<file path="config.mk">
export PLATFORM = sky130hd
export DESIGN_NAME = binary_search_ctrl
export DESIGN_NICKNAME = d
export VERILOG_FILES = /design/src/rtl/binary_search_ctrl.sv
export SDC_FILE = /design/constraint.sdc
export NUM_CORES = 1
export LEC_CHECK = 0
export BUFFER_PORTS_ARGS = -buffer_cell sky130_fd_sc_hd__buf_2
export CAP_MARGIN = 0
export CORE_MARGIN = 2
export CORE_UTILIZATION = 40
export DETAILED_ROUTE_END_ITERATION = 16
export PLACE_DENSITY = 0.67
export SKIP_LAST_GASP = 1
export SYNTH_ARGS = -nofsm -noshare
export SYNTH_HDL_FRONTEND = slang
export SYNTH_SLANG_ARGS = --single-unit
</file>
<file path="constraint.sdc">
create_clock -name clk -period 3.1 [get_ports clk]
set_input_delay 0.155 -clock clk [delete_from_list [all_inputs] [get_ports clk]]
set_output_delay 0.155 -clock clk [all_outputs]
set_load 0.01 [all_outputs]
</file>
<file path="src/rtl/binary_search_ctrl.sv">
// Binary search controller: steers an external comparator toward a hidden target
// by narrowing [low, high] on each gt/eq/ls feedback sample.
module binary_search_ctrl #(
   parameter int unsigned BIT = 4
) (
   input  logic           clk,
   input  logic           rst_n,
   input  logic           start,
   output logic [BIT-1:0] guess,
   input  logic           gt,
   input  logic           eq,
   input  logic           ls,
   output logic           busy,
   output logic           done,
   output logic [BIT-1:0] result,
   output logic           err,
   output logic [BIT-1:0] iters
);

   localparam logic [BIT-1:0] MAX_VAL    = '1;
   localparam logic [BIT-1:0] INIT_GUESS = MAX_VAL >> 1;
   // iters value seen while taking the (BIT+1)-th sample
   localparam logic [BIT-1:0] LAST_ITER  = BIT'(BIT);

   typedef enum logic [1:0] {
      IDLE   = 2'd0,
      SEARCH = 2'd1,
      FIN    = 2'd2
   } state_t;

   state_t         state_q, state_d;
   logic [BIT-1:0] low_q, low_d;
   logic [BIT-1:0] high_q, high_d;
   logic [BIT-1:0] guess_q, guess_d;
   logic [BIT-1:0] result_q, result_d;
   logic [BIT-1:0] iters_q, iters_d;
   logic           err_q, err_d;
   logic           busy_q, busy_d;
   logic           done_q, done_d;

   logic           fb_valid_c;
   logic [BIT-1:0] dn_high_c;
   logic [BIT-1:0] up_low_c;

   // Lower midpoint of a non-empty range; lo <= hi so the subtraction cannot wrap
   function automatic logic [BIT-1:0] midpoint(input logic [BIT-1:0] lo,
                                               input logic [BIT-1:0] hi);
      return lo + ((hi - lo) >> 1);
   endfunction

   assign fb_valid_c = ({gt, eq, ls} == 3'b100) ||
                       ({gt, eq, ls} == 3'b010) ||
                       ({gt, eq, ls} == 3'b001);
   assign dn_high_c  = guess_q - BIT'(1);
   assign up_low_c   = guess_q + BIT'(1);

   always_ff @(posedge clk or negedge rst_n) begin
      if (!rst_n) begin
         state_q  <= IDLE;
         low_q    <= '0;
         high_q   <= '0;
         guess_q  <= '0;
         result_q <= '0;
         iters_q  <= '0;
         err_q    <= 1'b0;
         busy_q   <= 1'b0;
         done_q   <= 1'b0;
      end else begin
         state_q  <= state_d;
         low_q    <= low_d;
         high_q   <= high_d;
         guess_q  <= guess_d;
         result_q <= result_d;
         iters_q  <= iters_d;
         err_q    <= err_d;
         busy_q   <= busy_d;
         done_q   <= done_d;
      end
   end

   always_comb begin
      state_d  = state_q;
      low_d    = low_q;
      high_d   = high_q;
      guess_d  = guess_q;
      result_d = result_q;
      iters_d  = iters_q;
      err_d    = err_q;

      case (state_q)
         IDLE: begin
            if (start) begin
               low_d   = '0;
               high_d  = MAX_VAL;
               guess_d = INIT_GUESS;
               iters_d = '0;
               err_d   = 1'b0;
               state_d = SEARCH;
            end
         end
         SEARCH: begin
            iters_d = iters_q + BIT'(1);
            // Exits are ordered: bad feedback, hit, exhausted range, watchdog, then narrow
            if (!fb_valid_c) begin
               err_d   = 1'b1;
               state_d = FIN;
            end else if (eq) begin
               result_d = guess_q;
               state_d  = FIN;
            end else if (gt && (guess_q == low_q)) begin
               err_d   = 1'b1;
               state_d = FIN;
            end else if (ls && (guess_q == high_q)) begin
               err_d   = 1'b1;
               state_d = FIN;
            end else if (iters_q == LAST_ITER) begin
               err_d   = 1'b1;
               state_d = FIN;
            end else if (gt) begin
               high_d  = dn_high_c;
               guess_d = midpoint(low_q, dn_high_c);
            end else begin
               low_d   = up_low_c;
               guess_d = midpoint(up_low_c, high_q);
            end
         end
         FIN: begin
            state_d = IDLE;
         end
         default: begin
            state_d = IDLE;
         end
      endcase

      busy_d = (state_d == SEARCH);
      done_d = (state_d == FIN);
   end

   assign guess  = guess_q;
   assign result = result_q;
   assign iters  = iters_q;
   assign err    = err_q;
   assign busy   = busy_q;
   assign done   = done_q;

endmodule

</file>
* After elaboration in Yosys (flattened, before gate mapping)
Cells that the tools add are included.
Cells by class: equality and inequality tests 19, reduce and logical (&&, ||, !) cells 12, multiplexer cells 39, $add $sub $neg 7
Operators by type and width (number):
- 4-bit 2-to-1 mux | 21
- 4-bit case mux with 2 select lines | 4
- 2-bit inequality test (second input constant) | 8
- 8-bit AND reduction | 2
- 2-bit 2-to-1 mux | 6
- 4-bit by 1-bit adder with 4-bit output (second input constant) | 2
- 4-bit by 3-bit adder with 4-bit output | 2
- 4-bit == test | 2
- 4-bit subtractor | 2
- 7-bit AND reduction | 1
- 1-bit 2-to-1 mux | 6
- 5-bit inequality test (second input constant) | 1
- 2-bit by 1-bit == test with 1-bit output (second input constant) | 2
- 4-bit by 3-bit == test with 1-bit output (second input constant) | 1
- 2-bit case mux with 2 select lines | 1
- 4-bit AND reduction | 1
- 4-bit by 1-bit subtractor with 4-bit output (second input constant) | 1
- 3-bit by 1-bit == test with 1-bit output (second input constant) | 1
- 3-bit by 2-bit == test with 1-bit output (second input constant) | 1
- 3-bit == test (second input constant) | 1
- 3-bit inequality test (second input constant) | 1
- 3-bit AND reduction | 1
- 2-bit == test (second input constant) | 1
- 1-bit logical AND | 2
- 5 further kinds | 6
Word-level totals: register bits after elaboration 25, bits of input ports 6, output and inout bits 15, logic and storage cells 86

* Depth between registers and ports, before layout
word-level depth 10, gate-level depth with buffers 12, gate-level depth less buffers 12

* Worst setup path after synthesis
OpenSTA, ideal clock, no wires.
path type register to register, start point register guess_q[0] (netlist: guess[0]), end point register guess_q[2] (netlist: guess[2]), period minus slack after synthesis 2.790 ns, library setup time 0.125 ns, cell stages (with the launch flop) 11, arrival time 2.665 ns, slack 0.310 ns, path buffers 0, data required time 2.975 ns, cell sequence dfrtp_1 inv_1 ha_1 fa_1 inv_1 ha_1 fa_1 xor2_1 nand2_1 o211ai_1 mux2_4
On the way: longest elaborated chain between the ends 10, elaborated cells between the ends (all ways) 20, classes of those cells 6 x add/sub; 4 x eq/ne; 7 x mux; 3 x reduce/logical
RTL lines:
- from (decl) | RTL line 34 | logic [BIT-1:0] guess_q, guess_d;
- from (signal assigned) | RTL line 72 | guess_q <= guess_d;
- 4-bit by 1-bit adder with 4-bit output / 4-bit by 1-bit subtractor with 4-bit output (equally long branches) | RTL line 55, 54
- 4-bit subtractor | RTL line 48 | return lo + ((hi - lo) >> 1);
- 4-bit by 3-bit adder with 4-bit output | RTL line 48
- 4-bit 2-to-1 mux | RTL line 119 | end else if (gt) begin
- 4-bit 2-to-1 mux | RTL line 116 | end else if (iters_q == LAST_ITER) begin
- 4-bit 2-to-1 mux | RTL line 113 | end else if (ls && (guess_q == high_q)) begin
- 4-bit 2-to-1 mux | RTL line 110 | end else if (gt && (guess_q == low_q)) begin
- 4-bit 2-to-1 mux | RTL line 107 | end else if (eq) begin
- 4-bit 2-to-1 mux | RTL line 104 | if (!fb_valid_c) begin
- 4-bit case mux with 2 select lines | RTL line 90 | case (state_q)
Parallel ways exist; a longest one is shown, timed or not. The select of a mux whose other input is x is not followed. A chain may end at the register's enable or synchronous reset.

* Final worst setup path
Same ends and word-level chain as after synthesis.

==> report_table.html <==
<table>
<tr><th>Metric</th><th>Value</th></tr>
<tr><th colspan="2">Timing</th></tr>
<tr><td>Worst slew pin tran</td><td>0.5940 ns</td></tr>
<tr><td>Maximum clock rate</td><td>359.9 MHz</td></tr>
<tr><td>Setup-failing EPs final</td><td>0</td></tr>
<tr><td>Setup repair after global routing missed its margin</td><td>false</td></tr>
<tr><td>Tmin final</td><td>2.779 ns</td></tr>
<tr><td>Total count of max-transition violations in the final report</td><td>0</td></tr>
<tr><td>Crit path setup slack, layout</td><td>0.3212 ns</td></tr>
<tr><td>Fin Clk Skew</td><td>0.005073 ns</td></tr>
<tr><td>Normalized max-slew margin</td><td>0.6040</td></tr>
<tr><td>Final cycle utilization of the critical path</td><td>0.8964</td></tr>
<tr><td>Total count of hold-check failures in the final report</td><td>0</td></tr>
<tr><td>Setup total negative slack</td><td>0 ns</td></tr>
<tr><th colspan="2">Power and ir drop</th></tr>
<tr><td>Switching fraction of total power</td><td>0.4473</td></tr>
<tr><td>VDD IR max</td><td>0.0003412 V</td></tr>
<tr><td>Power per cell area</td><td>979.2 nW/um^2</td></tr>
<tr><td>Part of the power in registers</td><td>0.283</td></tr>
<tr><td>Overall power after layout</td><td>1.975 mW</td></tr>
<tr><td>Combinational power share</td><td>0.619</td></tr>
<tr><td>Leak Pwr</td><td>0.9605 nW</td></tr>
<tr><td>Switching Power</td><td>883.4 uW</td></tr>
<tr><td>Share of total power in the clock network</td><td>0.097</td></tr>
<tr><td>Internal cell power</td><td>1.092 mW</td></tr>
<tr><th colspan="2">Logic synthesis</th></tr>
<tr><td>Fraction of the mapped netlist area in compound gates</td><td>0.1172</td></tr>
<tr><td>Most common cell in the synthesized netlist</td><td>sky130_fd_sc_hd__dfrtp_1</td></tr>
<tr><td>Register bit total from synthesis</td><td>25</td></tr>
<tr><td>Top cell type's share of synthesized area</td><td>0.3487</td></tr>
<tr><td>Asr flop ratio synth</td><td>1.000</td></tr>
<tr><td>Synthesized-area fraction occupied by adder cells</td><td>0.1562</td></tr>
<tr><td>Cell variety after synth</td><td>42</td></tr>
<tr><td>Mapped Nets</td><td>197</td></tr>
<tr><td>Number of cells produced by synthesis</td><td>171</td></tr>
<tr><td>Post-Synth XOR/XNOR Area</td><td>0.1067</td></tr>
<tr><td>Top cells by area, synth</td><td>sky130_fd_sc_hd__dfrtp_1 35%, sky130_fd_sc_hd__ha_1 11%, sky130_fd_sc_hd__xor2_1 5.4%</td></tr>
<tr><td>Most used DFF post-synth</td><td>sky130_fd_sc_hd__dfrtp_1</td></tr>
<tr><td>Average instance area after synthesis</td><td>10.49 um^2</td></tr>
<tr><td>Dominant combinational cell family by area after synthesis</td><td>adder cells</td></tr>
<tr><td>Post-synthesis share of cell area spent on and, or, nand and nor gates</td><td>0.1402</td></tr>
<tr><td>Most instantiated cells after synthesis</td><td>25 x sky130_fd_sc_hd__dfrtp_1, 19 x sky130_fd_sc_hd__inv_1, 16 x sky130_fd_sc_hd__ha_1</td></tr>
<tr><td>Netlist area before placement</td><td>1794 um^2</td></tr>
<tr><td>Proportion of synthesized area in mux cells</td><td>0.07531</td></tr>
<tr><td>Post-synth EDFFs</td><td>0</td></tr>
<tr><td>Largest area contributor in the synthesized netlist</td><td>sky130_fd_sc_hd__dfrtp_1</td></tr>
<tr><td>Yosys warning count</td><td>0</td></tr>
<tr><td>Sequential area share after synthesis</td><td>0.3487</td></tr>
<tr><th colspan="2">Worst hold path</th></tr>
<tr><td>Number of cells on the worst hold path</td><td>3</td></tr>
<tr><td>Worst hold path class</td><td>in2reg</td></tr>
<tr><th colspan="2">Cells and area</th></tr>
<tr><td>Layout area overhead</td><td>12.41%</td></tr>
<tr><td>Area used by sequential logic in the layout</td><td>625.6 um^2</td></tr>
<tr><td>Area of the multi-input gates</td><td>1069 um^2</td></tr>
<tr><td>Post-layout util</td><td>0.4664</td></tr>
<tr><td>Number of filler cells placed in the layout</td><td>421</td></tr>
<tr><td>Proportion of layout cells with a drive suffix above 1</td><td>0.2308</td></tr>
<tr><td>Final net count</td><td>222</td></tr>
<tr><td>Number of diodes</td><td>0</td></tr>
<tr><td>Number of cells in the finished layout apart from fillers</td><td>247</td></tr>
<tr><th colspan="2">Clock tree</th></tr>
<tr><td>Clock Latency Late Sink</td><td>0.27 ns</td></tr>
<tr><td>Number of buffers created by CTS</td><td>3</td></tr>
<tr><td>Count of instances resized after the clock tree is built</td><td>0</td></tr>
<tr><td>Maximum level of the CTS H-tree</td><td>1</td></tr>
<tr><td>Clock transition at the registers of the reported paths</td><td>0.09 ns</td></tr>
<tr><td>Worst-case clock buffer depth</td><td>2</td></tr>
<tr><td>Root Buffer</td><td>sky130_fd_sc_hd__clkbuf_8</td></tr>
<tr><td>TritonCTS clock tree</td><td>done</td></tr>
<tr><td>Clock sink total</td><td>25</td></tr>
<tr><th colspan="2">Die</th></tr>
<tr><td>Initial Utilization</td><td>0.4149</td></tr>
<tr><td>Height of the chip</td><td>70.98 um</td></tr>
<tr><td>Number of placement rows</td><td>24</td></tr>
<tr><td>Die Wd</td><td>70.98 um</td></tr>
<tr><td>Count of boundary I/O pins</td><td>21</td></tr>
<tr><td>Overall die area</td><td>5037 um^2</td></tr>
<tr><td>Placeable core region</td><td>4324 um^2</td></tr>
<tr><th colspan="2">Status</th></tr>
<tr><td>Result of the run</td><td>finished clean</td></tr>
<tr><th colspan="2">Placed design</th></tr>
<tr><td>RD Place Congestion</td><td>0.8170</td></tr>
<tr><td>Setup Slack @ Placement</td><td>0.3301 ns</td></tr>
<tr><td>DP Wirelength</td><td>3018 um</td></tr>
<tr><td>Cell count after placement</td><td>242</td></tr>
<tr><td>Buffers on Ports</td><td>20</td></tr>
<tr><th colspan="2">Job</th></tr>
<tr><td>Maximum Capacitance Violations</td><td>0</td></tr>
<tr><th colspan="2">Worst setup path</th></tr>
<tr><td>Maximum fanout along the worst path</td><td>5</td></tr>
<tr><td>Crit path launch type</td><td>flop</td></tr>
<tr><td>Data arrival time of the critical path</td><td>2.94 ns</td></tr>
<tr><td>Data required, critical path</td><td>3.26 ns</td></tr>
<tr><td>Setup CP Type</td><td>reg2reg</td></tr>
<tr><td>Kind of capture point of the worst setup path</td><td>flop</td></tr>
<tr><td>Cell count of the worst reg-to-reg path</td><td>12</td></tr>
<tr><th colspan="2">Global routing</th></tr>
<tr><td>Number of global-route vias before repair</td><td>1,256</td></tr>
<tr><td>First-pass GRT wire length</td><td>6223 um</td></tr>
<tr><td>Maximum number of pins on one net before global-route repair</td><td>26</td></tr>
<tr><td>Overflow left after global routing</td><td>0</td></tr>
<tr><td>GR Util All Layers</td><td>0.1582</td></tr>
<tr><td>Initial antenna violation count</td><td>0</td></tr>
<tr><th colspan="2">Detailed routing</th></tr>
<tr><td>Detail Route Antenna Nets</td><td>0</td></tr>
<tr><td>Vias per cell</td><td>5.113</td></tr>
<tr><td>Vias after detailed routing</td><td>1,263</td></tr>
<tr><td>DRC viols</td><td>0</td></tr>
<tr><td>Met3 Wirelength</td><td>121 um</td></tr>
<tr><td>DR WL met2</td><td>1767 um</td></tr>
<tr><td>Final wirelength</td><td>3732 um</td></tr>
<tr><td>Drt initial violations</td><td>82</td></tr>
<tr><td>Iteration count of the initial detailed-routing pass</td><td>4</td></tr>
<tr><td>Uppermost signal routing layer after detailed routing</td><td>met4</td></tr>
<tr><td>Routed length per instance</td><td>15.11 um</td></tr>
<tr><td>Metal1 wirelength</td><td>1815 um</td></tr>
</table>
power by group through the flow:
stage / Sequential [mW] / Clock [mW] / Combinational (mW)
3_5_place_dp: 0.568 / 0 / 1.24
6_report: 0.559 / 0.192 / 1.22
2_1_floorplan: 0.563 / 0 / 0.899
4_1_cts: 0.561 / 0.201 / 1.25
5_1_grt: 0.581 / 0.212 / 1.37
3_3_place_gp: 0.565 / 0 / 1.20
cell usage in the layout (no fill, tap or decap), drive strengths merged, types with 4 or more instances in the layout:
master	instances
dfrtp	25
a21oi	11
inv	19
xnor2	9
buf	24
nand2b	4
nand2	13
mux2i	6
fa	4
mux2	6
a21o	6
ha	16
nor3	4
xor2	12
kinds of logic (layout without fill, tap and decap cells):
kind of cell,after synthesis,count (layout)
simple gates,37,37
compound gates,32,32
flops,25,25
buf+inv,24,48
xor+xnor,21,21
fa+ha+maj,20,20
mux,12,12
sequential cells by signal (all words and copies together) (netlist names):
| name | cells |
|---|---|
| guess | 4 |
| high_q | 4 |
| iters | 4 |
| low_q | 4 |
| result | 4 |
| state_q | 2 |
| busy | 1 |
| done | 1 |
| err | 1 |
final timing paths:
kind                               to      start  slack [ns]
max in group asynchronous   result[3]      rst_n        2.29
min in group asynchronous    guess[2]      rst_n        0.42
hold reg to reg             high_q[0]  high_q[0]        0.50
hold / removal             state_q[1]         eq        0.23
setup / recovery             guess[2]   guess[0]        0.32
setup reg to reg             guess[2]   guess[0]        0.32
area by class of cell:
| class | instances | share of cell area |
|---|---|---|
| clock buffers | 3 | 0.02047 |
| clock inverters | 1 | 0.002481 |
| inverters | 19 | 0.03536 |
| multi-input cells | 122 | 0.5298 |
| flip-flops and latches | 25 | 0.3102 |
| well taps | 52 | 0.03226 |
| repair buffers | 25 | 0.06948 |
worst max-delay path: stages, from the launching register on:
cell and delay [ns]:
sky130_fd_sc_hd__dfrtp_1 0.41, sky130_fd_sc_hd__inv_1 0.07, sky130_fd_sc_hd__ha_1 0.42, sky130_fd_sc_hd__inv_1 0.15, sky130_fd_sc_hd__ha_1 0.30, sky130_fd_sc_hd__a21o_1 0.15
sky130_fd_sc_hd__a21oi_1 0.17, sky130_fd_sc_hd__xnor2_1 0.15, sky130_fd_sc_hd__ha_1 0.28, sky130_fd_sc_hd__xor2_1 0.15, sky130_fd_sc_hd__nand2_1 0.07, sky130_fd_sc_hd__o211ai_1 0.09
sky130_fd_sc_hd__mux2_4 0.28
layer usage:
metal | global-route usage | up-vias
met2 | 0.2513 | 23
met1 | 0.2330 | 612
met3 | 0.01994 | 2
li1 | - | 626
met4 | 0.03354 | 0
met5 | 0 | -
timing repair:
item	CTS	global route
hold buffers	1	0
endpoints found under the setup margin	0	0
setup buffers	0	0
endpoints found under the hold margin	25	0
metrics by stage:
| step | instance area (um^2) | hold slack [ns] |
|---|---|---|
| floorplan | 1794 | -0.1406 |
| global placement | 1961 | 0.1868 |
| detailed placement | 1961 | 0.1884 |
| CTS | 2017 | 0.2177 |
| global route | 2017 | 0.2352 |
| finish | 2017 | 0.2295 |
No activity file was read; power rests on OpenSTA's default activity.
